==> config.mk <==
export PLATFORM = sky130hd
export DESIGN_NAME = rr_mux_arbiter
export DESIGN_NICKNAME = d
export VERILOG_FILES = /design/src/rtl/rr_mux_arbiter_pkg.sv /design/src/rtl/rr_mux_arbiter_prio_enc.sv /design/src/rtl/rr_mux_arbiter.sv
export SDC_FILE = /design/constraint.sdc
export NUM_CORES = 1
export LEC_CHECK = 0
export BUFFER_PORTS_ARGS = -buffer_cell sky130_fd_sc_hd__buf_2
export CORE_ASPECT_RATIO = 0.9
export CORE_MARGIN = 4
export CORE_UTILIZATION = 45
export CTS_BUF_LIST = sky130_fd_sc_hd__clkbuf_8
export DETAILED_ROUTE_END_ITERATION = 7
export PLACE_DENSITY = 0.82
export SLEW_MARGIN = 20
export SYNTH_ARGS = -nofsm -noshare
export SYNTH_HDL_FRONTEND = slang
export SYNTH_SLANG_ARGS = --single-unit
==> constraint.sdc <==
create_clock -name clk -period 2.28 [get_ports clk]
set_input_delay 0.228 -clock clk [delete_from_list [all_inputs] [get_ports clk]]
set_output_delay 0.228 -clock clk [all_outputs]
set_load 0.02 [all_outputs]
==> src/rtl/rr_mux_arbiter_pkg.sv <==
// rr_arb_pkg: shared FSM state type, default sizing and one-hot helper for rr_mux_arbiter.
package rr_arb_pkg;
    typedef enum logic {IDLE, GRANT} state_e;
    localparam int DEF_N = 8;
    localparam int DEF_W = 4;
    localparam int MAX_N = 16;
    function automatic logic [MAX_N-1:0] onehot(input logic [3:0] idx);
        return MAX_N'(1) << idx;
    endfunction
endpackage

==> src/rtl/rr_mux_arbiter_prio_enc.sv <==
// prio_enc: lowest-set-bit priority encoder with an any-set flag.
module prio_enc #(
    parameter int N = 8,
    localparam int IDXW = $clog2(N)
) (
    input  logic [N-1:0]    vec_i,
    output logic [IDXW-1:0] idx_o,
    output logic            any_o
);
    // Scanning downward lets the lowest set bit overwrite higher ones.
    always_comb begin
        idx_o = '0;
        for (int i = N - 1; i >= 0; i--) if (vec_i[i]) idx_o = IDXW'(i);
    end
    assign any_o = |vec_i;
endmodule

==> src/rtl/rr_mux_arbiter.sv <==
// rr_mux_arbiter: round-robin N:1 mux arbiter with valid/ready output; RR_ARB_LOCK_EN enables grant locking.
module rr_mux_arbiter
    import rr_arb_pkg::*;
#(
    parameter int N = DEF_N,
    parameter int W = DEF_W,
    localparam int IDXW = $clog2(N)
) (
    input  logic            clk,
    input  logic            rst,
    input  logic [N-1:0]    req_i,
    input  logic [N*W-1:0]  data_in_i,
    input  logic [N-1:0]    lock_i,
    input  logic            out_ready_i,
    output logic            out_valid_o,
    output logic [W-1:0]    out_data_o,
    output logic [N-1:0]    gnt_o,
    output logic [IDXW-1:0] gnt_idx_o
);
    state_e state_q, state_d;
    logic [IDXW-1:0] ptr_q, ptr_d, gnt_idx_q, gnt_idx_d, m_idx, u_idx, win_idx;
    logic [N-1:0] gnt_q, gnt_d, masked;
    logic m_any, u_any, accept, hold;

    assign masked = req_i & ~((N'(1) << ptr_q) - N'(1));

    prio_enc #(.N(N)) u_masked (.vec_i(masked), .idx_o(m_idx), .any_o(m_any));
    prio_enc #(.N(N)) u_unmasked (.vec_i(req_i), .idx_o(u_idx), .any_o(u_any));

    assign win_idx = m_any ? m_idx : u_idx;
    assign accept = (state_q == GRANT) && out_ready_i;
`ifdef RR_ARB_LOCK_EN
    assign hold = lock_i[gnt_idx_q];
`else
    // Lock is still read so the port stays connected, but never holds the grant.
    assign hold = lock_i[gnt_idx_q] & 1'b0;
`endif

    always_comb begin
        state_d = state_q;
        ptr_d = ptr_q;
        gnt_d = gnt_q;
        gnt_idx_d = gnt_idx_q;
        if (state_q == IDLE) begin
            if (u_any) begin
                state_d = GRANT;
                gnt_idx_d = win_idx;
                gnt_d = N'(onehot(4'(win_idx)));
            end
        end else if (accept && !hold) begin
            state_d = IDLE;
            gnt_d = '0;
            ptr_d = (gnt_idx_q == IDXW'(N - 1)) ? '0 : gnt_idx_q + 1'b1;
        end else if (!accept && !req_i[gnt_idx_q]) begin
            state_d = IDLE;
            gnt_d = '0;
        end
    end

    always_ff @(posedge clk) begin
        if (rst) begin
            state_q <= IDLE;
            ptr_q <= '0;
            gnt_q <= '0;
            gnt_idx_q <= '0;
        end else begin
            state_q <= state_d;
            ptr_q <= ptr_d;
            gnt_q <= gnt_d;
            gnt_idx_q <= gnt_idx_d;
        end
    end

    assign out_valid_o = (state_q == GRANT);
    assign out_data_o = data_in_i[int'(gnt_idx_q) * W +: W];
    assign gnt_o = gnt_q;
    assign gnt_idx_o = gnt_idx_q;
endmodule

Yosys cells after proc, flatten, opt, wreduce, memory -nomap -nowiden
Index checks and enable logic that the tools add are counted.
- flip-flop bits (word level): 15
- bits of input ports: 51
- output and inout port bits: 16
- logic and storage cells: 53
- add/subtract/negate cells: 2
- magnitude comparators: 1
- equal/unequal tests: 2
- shift operators: 3
- muxes and demuxes: 28
- bitwise operators: 3
- reduce and logical (&&, ||, !) cells: 10
- operator list (operator ; number):
    3-bit 2-to-1 mux ; 18
    8-bit 2-to-1 mux ; 4
    32-bit by 6-bit indexed part select with 4-bit output ; 1
    8-bit OR reduction ; 2
    1-bit by 3-bit << shifter with 8-bit output, first input constant ; 2
    8-bit AND ; 1
    8-bit inverter ; 1
    8-bit by 1-bit subtractor with 8-bit output, second input constant ; 1
    2-bit AND reduction ; 3
    1-bit 2-to-1 mux ; 5
    3-bit by 4-bit < comparator with 1-bit output, second input constant ; 1
    3-bit by 1-bit adder with 3-bit output, second input constant ; 1
    1-bit binary-select mux with 3-bit select ; 1
    3-bit equality test, second input constant ; 1
    3-bit by 1-bit != test with 1-bit output, second input constant ; 1
    1-bit logical AND ; 2
    1-bit logical NOT ; 2
    2-bit nonzero test ; 1
    1-bit inverter ; 1

Longest topological paths before layout
- depth after elaboration: 16
- mapped depth: 7

Cells and area by module
From an unflattened synthesis, not the netlist that was laid out.
- cell total of the unflattened synthesis: 137
- area, all modules: 1236.2 sq um
- modules (own cells, without submodules) (module ; times used ; cells each ; area each (sq um) ; sequential area each (sq um)):
    rr_mux_arbiter ; 1 ; 111 ; 1073.5 ; 300.3
    prio_enc ; 2 ; 13 ; 81.3 ; 0.0

Worst setup path after synthesis
OpenSTA, ideal clock, no wires.
- path type: register to output
- start: register gnt_idx_q[0], in the netlist gnt_idx_o[0]
- end: output out_data_o[0]
- arrival: 1667 ps
- path slack: 385 ps
- cell stages (with the launch flop): 4
- buffers on the path: 1
- cell sequence: dfxtp_1 buf_2 mux4_2 mux2_2
- longest elaborated chain between the ends: 1
- RTL lines (what ; line ; RTL):
    start: declaration ; rr_mux_arbiter.sv:21 ; logic [IDXW-1:0] ptr_q, ptr_d, gnt_idx_q, gnt_idx_d, m_idx, u_idx, win_idx;
    start signal: assignment ; rr_mux_arbiter.sv:70 ; gnt_idx_q <= gnt_idx_d;
    32-bit by 6-bit indexed part select with 4-bit output ; rr_mux_arbiter.sv:75 ; assign out_data_o = data_in_i[int'(gnt_idx_q) * W +: W];
    end: declaration ; rr_mux_arbiter.sv:16 ; output logic [W-1:0] out_data_o,
No other way between the ends.

Worst setup path in the final report
Same ends and word-level chain as after synthesis.

==> impl_summary.txt <==
----------------------------------------------------
[Layout]
  Fill count ... 229
  Fraction of layout cells with a size suffix above 1 ... 50.0%
  Area Growth Syn to Fin ... 30.1%
  Total Nets Final ... 230
  Antenna fix cells ... 0

[Timing]
  Pin slew with the least headroom to its limit ... 0.479 ns
  Max Slew Vio Count ... 0
  Unrepaired setup endpoints after global routing ... false
  Final critical delay including setup and external delays ... 2.13 ns
  Worst-case setup margin in the final layout ... 0.152 ns
  Total Neg Setup Slack ... 0 ns
  Final setup fails ... 0
  Worst clock skew on the final layout ... 0.00397 ns
  Period utilization ... 93.3%
  Timing-limited maximum frequency ... 0.470 GHz
  Hold Violations, Final ... 0
  Worst rel slew slack ... 67.7%

[Route]
  Via count ... 1193
  Met3 layer wire length in the routed design ... 388 µm
  Met2 wirelength from detailed routing ... 1670 µm
  TritonRoute pass-1 iters ... 4
  Total Routed Length ... 3270 µm
  DRT antenna net count ... 0
  Routed vias/inst ... 5.85
  Wire length per cell ... 16.0 µm
  Residual DRC count ... 0
  DRC violation total after the first TritonRoute iteration ... 37
  Top layer reached by signal wires ... met4
  Sum of routed wire segments on met1 ... 1170 µm

[Setup path]
  CP max FO ... 10
  Startpoint of the worst register-to-register path ... ptr_q[2]
  Endpoint of the worst-slack reg-to-reg timing path ... gnt_o[1]
  Register-to-Register Setup Slack ... 0.45 ns
  Critical path destination ... out_data_o[0]
  Worst Setup SP ... gnt_idx_o[0]
  Worst setup path category ... register to primary output
  Worst path arrival time ... 1.90 ns
  Required time worst endpoint ... 2.05 ns
  Category of the worst setup path launch point ... register
  Depth of the worst register-to-register path ... 6
  Critical path endpoint category ... primary output

[Synthesis]
  Distinct cell type count after synthesis ... 41
  Register bit total from synthesis ... 15
  Average instance area after synthesis ... 9.91 µm²
  Syn_nets ... 171
  Total standard cell area after synthesis ... 1170 µm²
  Post-synthesis sequential area ratio ... 25.7%
  Cell count after synthesis ... 118
  Number of warnings issued by yosys ... 0

[Floorplan]
  Die Width ... 61.7 µm
  Placeable core region ... 2470 µm²
  Die outline height ... 56.4 µm
  Num rows ... 17
  Die outline area ... 3480 µm²
  IO Count ... 67
  Initial core utilization ... 47.4%

[Clocking]
  Root buffer cell ... sky130_fd_sc_hd__clkbuf_8
  Clock tree from TritonCTS ... yes
  Num Clock Sinks ... 15
  Maximum count of clock buffers along a single path ... 2
  CTS H-tree lvls ... 1
  Register clock-pin slew on the reported worst setup and hold paths ... 0.07 ns
  Number of buffers added for setup after CTS ... 0
  Hold Buf Count CTS ... 0
  Post-cts repair resize count ... 0
  Clock buffers created by TritonCTS ... 3
  Clk Latency, worst-skew pair ... 0.26 ns

[Placement]
  Post-Place Worst Slack ... 0.397 ns
  Quantity of I/O buffers inserted on ports ... 58
  Placer congestion estimate ... 0.767
  Half-perimeter wire length of the detailed placement result ... 2660 µm

[Status]
  Outcome ... finished, final reports clean

[Power and ir drop]
  Total power per unit cell area ... 507 nW/µm²
  Maximum vdd ir drop ... 0.458 mV
  Reported leakage power ... 0.667 nW

[Global route]
  Vias in the first global route ... 1219
  Maximum number of pins on one net before global-route repair ... 12
  Overall overflow remaining after global route ... 0
  Global-route wire length before repair ... 5170 µm
  Overall routing resource usage ... 19.3%
  Number of antenna violations at the first check in global routing ... 0

[Min path]
  Worst hold path class ... input pin to register
  Launch point of the worst hold path ... out_ready_i

[Job]
  Max-cap violations ... 0

----------------------------------------------------
==> Yosys cell counts, drive strengths merged <==
cell,count,area (µm²)
inv,1,3.75
a21oi,9,45.0
nor3b,2,20.0
o21ai,1,8.76
nand3,1,5.00
mux2,5,60.1
dfxtp,15,300
o211ai,1,12.5
a21boi,1,7.51
a2bb2oi,1,8.76
a32o,4,40.0
nand2,14,52.6
a31o,1,8.76
o32ai,1,8.76
nor3,2,15.0
nand3b,3,35.0
o22ai,2,12.5
buf,5,31.3
mux4,10,225
nand4,1,6.26
and4b,1,10.0
o21bai,2,15.0
nor2,11,51.3
o31a,1,8.76
a31oi,2,12.5
nor4,3,18.8
o2bb2ai,5,43.8
a211oi,1,7.51
ha,2,25.0
nand2b,4,25.0
nor2b,3,18.8
o21a,2,22.5
clkbuf,1,3.75
==> registers in the layout (all words and copies together) (netlist names) <==
| signal | cells |
|---|---|
| gnt_idx_o | 3 |
| gnt_o | 8 |
| out_valid_o | 1 |
| ptr_q | 3 |
==> cells by family (layout without fill, tap and decap cells) <==
logic type	Yosys count	after routing	synth area share (%)
multiplexers	15	15	24.4
buffers and inverters	7	65	3.31
AND/OR/NAND/NOR	45	45	22.0
adder cells (fa/ha/maj)	2	2	2.14
flip-flops	15	15	25.7
AO/OA/AOI/OAI	34	34	22.5
==> layer usage <==
layer / vias to the layer above / global-route usage [%]
met4: 0 / 7.27
met2: 56 / 36.5
met5: - / 0
met3: 5 / 4.14
met1: 552 / 19.5
li1: 580 / -
==> per-stage QoR <==
stage	cell area [µm²]	hold slack, ns	utilization, %	cells	total power (W)
final	1520	0.254	61.7	204	0.000771
after detailed placement	1480	0.441	59.8	200	0.000554
after global placement	1480	0.444	59.8	200	0.000543
after floorplan	1170	0.387	-	118	0.000466
after global routing	1520	0.254	61.7	204	0.000819
after CTS	1520	0.251	61.7	204	0.000781
==> cell type report <==
class | instances | area [µm²] | area share (%)
clock buffers | 3 | 41.3 | 2.71
clock inverters | 1 | 5.00 | 0.329
inverters | 1 | 3.75 | 0.247
multi-input cells | 96 | 831 | 54.6
flip-flops and latches | 15 | 300 | 19.7
well taps | 28 | 35.0 | 2.30
repair buffers | 60 | 305 | 20.1
==> placed cells by master (no fill, tap or decap), types with 2 or more instances in the layout <==
| cell type | instances |
|---|---|
| sky130_fd_sc_hd__buf_2 | 58 |
| sky130_fd_sc_hd__dfxtp_1 | 15 |
| sky130_fd_sc_hd__nand2_1 | 14 |
| sky130_fd_sc_hd__mux4_2 | 10 |
| sky130_fd_sc_hd__a21oi_1 | 9 |
| sky130_fd_sc_hd__nor2_1 | 9 |
| sky130_fd_sc_hd__o2bb2ai_1 | 5 |
| sky130_fd_sc_hd__mux2_2 | 4 |
| sky130_fd_sc_hd__nand2b_1 | 4 |
| sky130_fd_sc_hd__a32o_1 | 4 |
| sky130_fd_sc_hd__nor2b_1 | 3 |
| sky130_fd_sc_hd__nor4_1 | 3 |
| sky130_fd_sc_hd__clkbuf_8 | 3 |
| sky130_fd_sc_hd__o21bai_1 | 2 |
| sky130_fd_sc_hd__nand3b_1 | 2 |
| sky130_fd_sc_hd__o22ai_1 | 2 |
| sky130_fd_sc_hd__a31oi_1 | 2 |
| sky130_fd_sc_hd__ha_1 | 2 |
| sky130_fd_sc_hd__buf_4 | 2 |
==> worst max-delay path: stages (launching register included) <==
cell and delay, ns:
sky130_fd_sc_hd__dfxtp_1 0.43, sky130_fd_sc_hd__buf_4 0.26, sky130_fd_sc_hd__mux4_2 0.51, sky130_fd_sc_hd__mux2_2 0.28, sky130_fd_sc_hd__buf_2 0.16
==> worst min-delay path by stage <==
| stage | to | slack [ns] | depth (start not counted) |
|---|---|---|---|
| after global routing | ptr_q[2] | 0.25 | 3 |
| after global placement | gnt_o[3] | 0.44 | 1 |
| after CTS | ptr_q[2] | 0.25 | 3 |
| after detailed placement | gnt_o[5] | 0.44 | 1 |
| final | ptr_q[2] | 0.25 | 3 |
| after floorplan | ptr_q[2] | 0.39 | 2 |
==> power by group <==
group          leakage, nW  switching, W  internal, W  total [W]
sequential           0.122     0.0000183     0.000275   0.000293
clock               0.0255      0.000103     0.000121   0.000224
combinational        0.519      0.000126     0.000128   0.000253
total                0.667      0.000247     0.000524   0.000771
(Power assumes the default switching activity.)
